===== src/rtl/accu_sum_buffer.sv =====
// Sum buffer behind the 4-sample accumulator. It captures the unstallable sum strobes
// into a first-word-fall-through FIFO and offers them on a valid/ready handshake.
// The optional largest-accepted-sum tracker is built only when ACCU_BUF_MAX_EN is defined.
module accu_sum_buffer #(
  parameter int DATA_W = 10,
  parameter int DEPTH  = 4
) (
  input  logic                     clk,
  input  logic                     rst_n,
  input  logic [DATA_W-1:0]        sum_in,
  input  logic                     sum_valid,
  output logic [DATA_W-1:0]        dout,
  output logic                     dout_valid,
  input  logic                     dout_ready,
  output logic [$clog2(DEPTH):0]   level,
  output logic                     overflow,
  output logic [7:0]               drop_cnt,
  input  logic                     ovf_clr,
  output logic [DATA_W-1:0]        max_sum
);

  localparam int AW = $clog2(DEPTH);
  localparam int LW = AW + 1;
  localparam logic [LW-1:0] FULL_LVL = LW'(DEPTH);

  logic [DATA_W-1:0] mem [DEPTH];
  logic [AW-1:0]     wr_ptr;
  logic [AW-1:0]     rd_ptr;
  logic [LW-1:0]     level_q;
  logic              overflow_q;
  logic [7:0]        drop_cnt_q;

  logic full;
  logic pop;
  logic accept;
  logic drop;

  // Handshake: a sum leaves the FIFO at a rising edge where dout_valid && dout_ready.
  // dout_valid never depends on dout_ready, and dout_ready while empty is ignored.
  // sum_valid has no ready; a strobe is lost only when the FIFO is full and not popping.
  always_comb begin
    full   = (level_q == FULL_LVL);
    pop    = (level_q != '0) && dout_ready;
    accept = sum_valid && (!full || pop);
    drop   = sum_valid && full && !pop;
  end

  always_ff @(posedge clk or negedge rst_n) begin
    if (!rst_n) begin
      for (int i = 0; i < DEPTH; i++) mem[i] <= '0;
    end else if (accept) begin
      mem[wr_ptr] <= sum_in;
    end
  end

  always_ff @(posedge clk or negedge rst_n) begin
    if (!rst_n) begin
      wr_ptr  <= '0;
      rd_ptr  <= '0;
      level_q <= '0;
    end else begin
      if (accept) wr_ptr <= wr_ptr + 1'b1;
      if (pop)    rd_ptr <= rd_ptr + 1'b1;
      if (accept && !pop)      level_q <= level_q + 1'b1;
      else if (pop && !accept) level_q <= level_q - 1'b1;
    end
  end

  // A drop at the same edge as ovf_clr restarts the count at one.
  always_ff @(posedge clk or negedge rst_n) begin
    if (!rst_n) begin
      overflow_q <= 1'b0;
      drop_cnt_q <= '0;
    end else if (drop) begin
      overflow_q <= 1'b1;
      if (ovf_clr)                 drop_cnt_q <= 8'd1;
      else if (drop_cnt_q != 8'hFF) drop_cnt_q <= drop_cnt_q + 8'd1;
    end else if (ovf_clr) begin
      overflow_q <= 1'b0;
      drop_cnt_q <= '0;
    end
  end

`ifdef ACCU_BUF_MAX_EN
  logic [DATA_W-1:0] max_q;

  always_ff @(posedge clk or negedge rst_n) begin
    if (!rst_n) begin
      max_q <= '0;
    end else if (ovf_clr) begin
      max_q <= accept ? sum_in : '0;
    end else if (accept && (sum_in > max_q)) begin
      max_q <= sum_in;
    end
  end

  assign max_sum = max_q;
`else
  assign max_sum = '0;
`endif

  assign dout       = mem[rd_ptr];
  assign dout_valid = (level_q != '0);
  assign level      = level_q;
  assign overflow   = overflow_q;
  assign drop_cnt   = drop_cnt_q;

endmodule

===== config.mk =====
export PLATFORM = sky130hd
export DESIGN_NAME = accu_sum_buffer
export DESIGN_NICKNAME = d
export VERILOG_FILES = /design/src/rtl/accu_sum_buffer.sv
export SDC_FILE = /design/constraint.sdc
export NUM_CORES = 1
export LEC_CHECK = 0
export CORE_AREA = 10 10 93 78
export CTS_BUF_LIST = sky130_fd_sc_hd__clkbuf_4
export CTS_CLUSTER_DIAMETER = 100
export DETAILED_ROUTE_END_ITERATION = 10
export DIE_AREA = 0 0 103 88
export GPL_ROUTABILITY_DRIVEN = 0
export PLACE_DENSITY_LB_ADDON = 0.1
export SLEW_MARGIN = 20
export SYNTH_ARGS = -nofsm -noshare
export SYNTH_HDL_FRONTEND = slang
export SYNTH_SLANG_ARGS = --single-unit

===== constraint.sdc =====
create_clock -name clk -period 3.3 [get_ports clk]
set_input_delay 0.66 -clock clk [delete_from_list [all_inputs] [get_ports clk]]
set_output_delay 0.66 -clock clk [all_outputs]
set_load 0.01 [all_outputs]

* After elaboration in Yosys (flattened, before gate mapping) *
Index checks and enable logic that the tools add are counted.

operators by class
  add/subtract/negate cells = 5
  magnitude comparators = 3
  eq/ne operators = 2
  mux-type cells = 14
  bitwise gates (word level) = 2
  reductions and logical operators = 16

operators by type and width
  operator                                                    number
  bitwise mux 40 bit                                          1
  two-way mux 8 bit                                           4
  two-way mux 10 bit                                          3
  binary-select mux 10 bit (select 2 bit)                     1
  demux 10 bit (select 2 bit)                                 1
  adder 8 x 1 -> 8 bit, second input constant                 1
  != test 8 bit, second input constant                        1
  logical AND 1 bit                                           7
  greater-or-equal comparator 3 bit, second input constant    2
  two-way mux 3 bit                                           2
  inverter 2 -> 3 bit                                         2
  nonzero test 2 bit                                          3
  adder 2 x 1 -> 2 bit, second input constant                 2
  adder 3 x 1 -> 3 bit, second input constant                 1
  equality test 3 bit, second input constant                  1
  logical NOT 1 bit                                           3
  less-than comparator 3 x 1 -> 1 bit, second input constant  1
  nonzero test 3 bit                                          1
  subtractor 3 x 1 -> 3 bit, second input constant            1
  two-way mux 1 bit                                           2
  AND reduction 2 bit                                         1
  logical OR 1 bit                                            1

storage, ports and cells
  flip-flop bits (word level) = 56
  output and inout port bits = 33
  word-level logic and storage cells = 51

* Longest topological paths before layout *
  word-level depth = 8
  depth in mapped cells = 9

* Worst setup path before layout *
No wires, ideal clock.

  path type = input to register
  start = in dout_ready
  end = reg level_q[1] (netlist: level[1])
  library setup time = 0.125 ns
  data arrival time = 2.400 ns
  data required time = 3.175 ns
  slack = 0.775 ns
  stages on the path = 7
  path buffers = 1
  path through = or4b_4 and2_4 buf_12 ha_1 inv_1 fa_1 mux2_2

between the ends
  word-level cells in the longest chain between the ends = 6

RTL lines
  item                          RTL line  text
  from (decl)                   14        input logic dout_ready,
  logical AND 1 bit *           43        pop = (level_q != '0) && dout_ready;
  logical OR 1 bit *            44        accept = sum_valid && (!full || pop);
  logical AND 1 bit *           44
  net accept                    35        logic accept;
  logical NOT 1 bit             65        else if (pop && !accept) level_q <= level_q - 1'b1;
  logical AND 1 bit             65
  nonzero test 2 bit (no line)  -
  to (signal assigned)          64        if (accept && !pop) level_q <= level_q + 1'b1;
  to (signal assigned)          65
  to (decl)                     29        logic [LW-1:0] level_q;

The timed path passes the listed nets; every way through them passes the cells marked *.
A chain may end at the register's enable or synchronous reset.

* Final worst setup path *
  start = reg rd_ptr[0]
  end = out dout[0]

between the ends
  word-level cells in the longest chain between the ends = 4

RTL lines
  item                                                    RTL line  text
  from (decl)                                             28        logic [AW-1:0] rd_ptr;
  from (signal assigned)                                  63        if (pop) rd_ptr <= rd_ptr + 1'b1;
  inverter 2 -> 3 bit (not written as such)               102       assign dout = mem[rd_ptr];
  binary-select mux 10 bit (select 2 bit)                 102
  two-way mux 10 bit (not written as such) (2 in series)  102
  to (decl)                                               12        output logic [DATA_W-1:0] dout,

No other way between the ends. The select of a mux whose other input is x is not followed.

==> results by group <==
Run status
  – Status: finished, final reports clean

Timing
  – Final worst path period need: 2.71 ns
  – Worst clock skew: 0.0167 ns
  – Final setup margin: 0.590 ns
  – Worst slew margin: 0.427
  – Post-route setup TNS: 0 ns
  – Final hold violation count: 0
  – Final Max Slew Viols: 0
  – Fmax achieved: 0.369 GHz
  – RSZ-0062 raised after global routing: no
  – Period Utilization, post-route: 0.821
  – Slew at the pin with the worst max-slew slack: 0.860 ns
  – Setup-failing EPs final: 0

Finish
  – Area of the multi-input gates: 1410 sq um
  – Area delta synth->final: 15.4%
  – Number of fill cells: 392
  – Nets: 253
  – Seq. cell area: 1400 sq um
  – Ant. Diodes: 0
  – Post-route cell area: 3340 sq um
  – Layout cells sized above 1: 0.306
  – Finished Layout Cells: 297

Route
  – Final wirelength: 5840 microns
  – Residual DRC: 0
  – Number of DRC markers in iteration 0: 52
  – WL/cell: 19.7 microns
  – Vias: 1672
  – First drt pass iteration count: 4
  – Antenna viol nets, final: 0
  – Vias per cell: 5.63

Clocking
  – Clk pin slew, worst setup/hold paths: 0.16 ns
  – Cts bufs inserted: 5
  – CTS tree: done
  – Post-CTS setup buffers: 0
  – Clk sink count: 56
  – H-tree levels: 2
  – Clk Latency, worst-skew pair: 0.38 ns
  – CTS max path bufs: 2
  – Clock Tree Root: clkbuf_4
  – Hold-fix buffers, CTS: 0
  – PostCTS Resize Cnt: 0

Floorplan
  – Starting Density: 0.536
  – Chip Width: 103 microns
  – Die H: 88 microns
  – # IOs: 48
  – Core Rows: 24
  – Core region area: 5410 sq um
  – Die ar.: 9060 sq um

Global route
  – Vias in the first global route: 1775
  – Largest net degree at the start of global routing: 39
  – Most Crowded Layer GR: met2
  – First-pass GRT wire length: 9580 microns
  – Met1 Use GR: 0.185
  – GRT Util Overall: 0.135
  – M3 GR Usage: 0.0354
  – Antenna violations before repair: 0
  – Global route overflow: 0
  – GR Util met2: 0.205

Synthesis
  – Post-Synth Adder-Cell Area: 0.0328
  – Sequential share of the synthesized area: 0.484
  – Most common cell in the synthesized netlist: dfrtp_1
  – Synth cell types: 40
  – Mux contribution to synthesized area: 0.296
  – Yosys warnings: 0
  – Main combinational cell family by area after synthesis: multiplexers
  – Syn Std Cell Area: 2900 sq um
  – Gate Count Post-Synth: 189
  – Synth Area in XOR/XNOR: 0.0212
  – Post-synthesis compound-gate area fraction: 0.0341
  – Leading area contributor after synthesis: dfrtp_1
  – Post-synth top area share: 0.484
  – Area share of and/or/nand/nor cells after synthesis: 0.0882
  – Post-synth EDFFs: 0
  – Async SR Flop Fraction: 1.00
  – Synth area leaders: dfrtp_1 48%, mux2_4 21%, mux4_2 7.8%, nand2_8 2.8%, buf_4 2.6%
  – Yosys reg bits: 56
  – Mean post-synth cell area: 15.3 sq um
  – Leading cell types by count after synthesis: 56 x dfrtp_1, 40 x mux2_4, 10 x buf_4, 10 x mux4_2, 6 x ha_1
  – Post-synth top flop: dfrtp_1

Placed design
  – Buffers on Ports: 37
  – Dpl ws: 0.250 ns
  – Dpl cells: 289
  – Area after DPL: 3290 sq um
  – Final HPWL DP: 4230 microns

Power and ir drop
  – VDD IR-drop max: 0.000360 V
  – Pleak: 1.56 nW
  – Power Dens Cells: 908 nW/um^2

Flow run
  – Max-cap viol count: 0

Setup path
  – Critical path type: flop to primary output
  – CP Data Required Time: 2.64 ns
  – CP max FO: 12
  – Crit end category: primary output
  – Startpoint types: flop
  – Worst path arrival time: 2.05 ns

Worst hold path
  – HP Class: input pin to asynchronous set/reset pin
-- final timing paths --
| path | slack [ns] | depth (start not counted) | startpoint | to |
|---|---|---|---|---|
| max | 0.59 | 3 | rd_ptr[0] | dout[0] |
| min | 0.37 | 1 | rst_n | mem[26] |
| max reg2reg | 0.87 | 6 | level[0] | level[1] |
| min reg2reg | 0.50 | 1 | overflow | overflow |
| max in group asynchronous | 2.24 | 2 | rst_n | drop_cnt[3] |
| min in group clk | 0.50 | 1 | overflow | overflow |
-- critical path, cell delays in order (launching register included) --
cell,delay [ns]
dfrtp_1,0.36
buf_4,0.26
mux4_2,0.56
clkdlybuf4s50_1,0.50
-- cells by family after synthesis --
group	after synthesis
mux	53
flops	56
compound gates	13
xor+xnor	7
other cells	1
simple gates	34
fa+ha+maj	7
buf+inv	18
-- area by class of cell --
type / instances / share of cell area
Multi-Input combinational cell: 124 / 0.420
Timing Repair Buffer: 40 / 0.116
Sequential cell: 56 / 0.419
Tap cell: 65 / 0.0243
Inverter: 4 / 0.00449
Clock inverter: 3 / 0.00412
Clock buffer: 5 / 0.0112
-- per-stage QoR --
step / hold slack [ns] / util / power [mW]
2_1_floorplan: 0.364 / - / 2.24
3_3_place_gp: 0.471 / 0.609 / 2.70
3_5_place_dp: 0.475 / 0.609 / 2.78
4_1_cts: 0.390 / 0.618 / 3.07
5_1_grt: 0.423 / 0.618 / 3.21
6_report: 0.374 / 0.618 / 3.03
-- flip-flops by register name, indices dropped and copies added, names as in the netlist --
signal / cells
overflow: 1
drop_cnt: 8
level: 3
mem: 40
wr_ptr: 2
rd_ptr: 2
-- power by group --
part / internal [mW] / total, mW / switching (mW) / leakage [nW]
clock: 0.0789 / 0.284 / 0.205 / 0.0324
combinational: 0.992 / 1.53 / 0.540 / 0.844
sequential: 0.988 / 1.22 / 0.231 / 0.681
total: 2.06 / 3.03 / 0.976 / 1.56
-- cells in the final DEF (no fill, tap or decap), types with 2 or more instances in the layout --
cell type and n:
a21oi_1 3, and2_1 2, buf_4 3, clkbuf_4 5
clkdlybuf4s50_1 36, clkinv_2 2, conb_1 10, dfrtp_1 56
ha_1 6, inv_1 4, mux2_4 40, mux2i_1 2
mux4_2 10, nand2_1 4, nand2_8 4, nand3_1 4
nand4_1 5, nor2_1 5, nor3_1 2, o21ai_0 2
xnor2_1 5, xor2_1 2
-- metal layers --
layer | vias to the layer above | part of all wire | wire length [microns]
met1 | 857 | 0.46 | 2690
met5 | - | 0 | 0
li1 | 753 | - | -
met3 | 6 | 0.058 | 338
met4 | 0 | 0.0094 | 55
met2 | 56 | 0.47 | 2750
(Power assumes the default switching activity.)
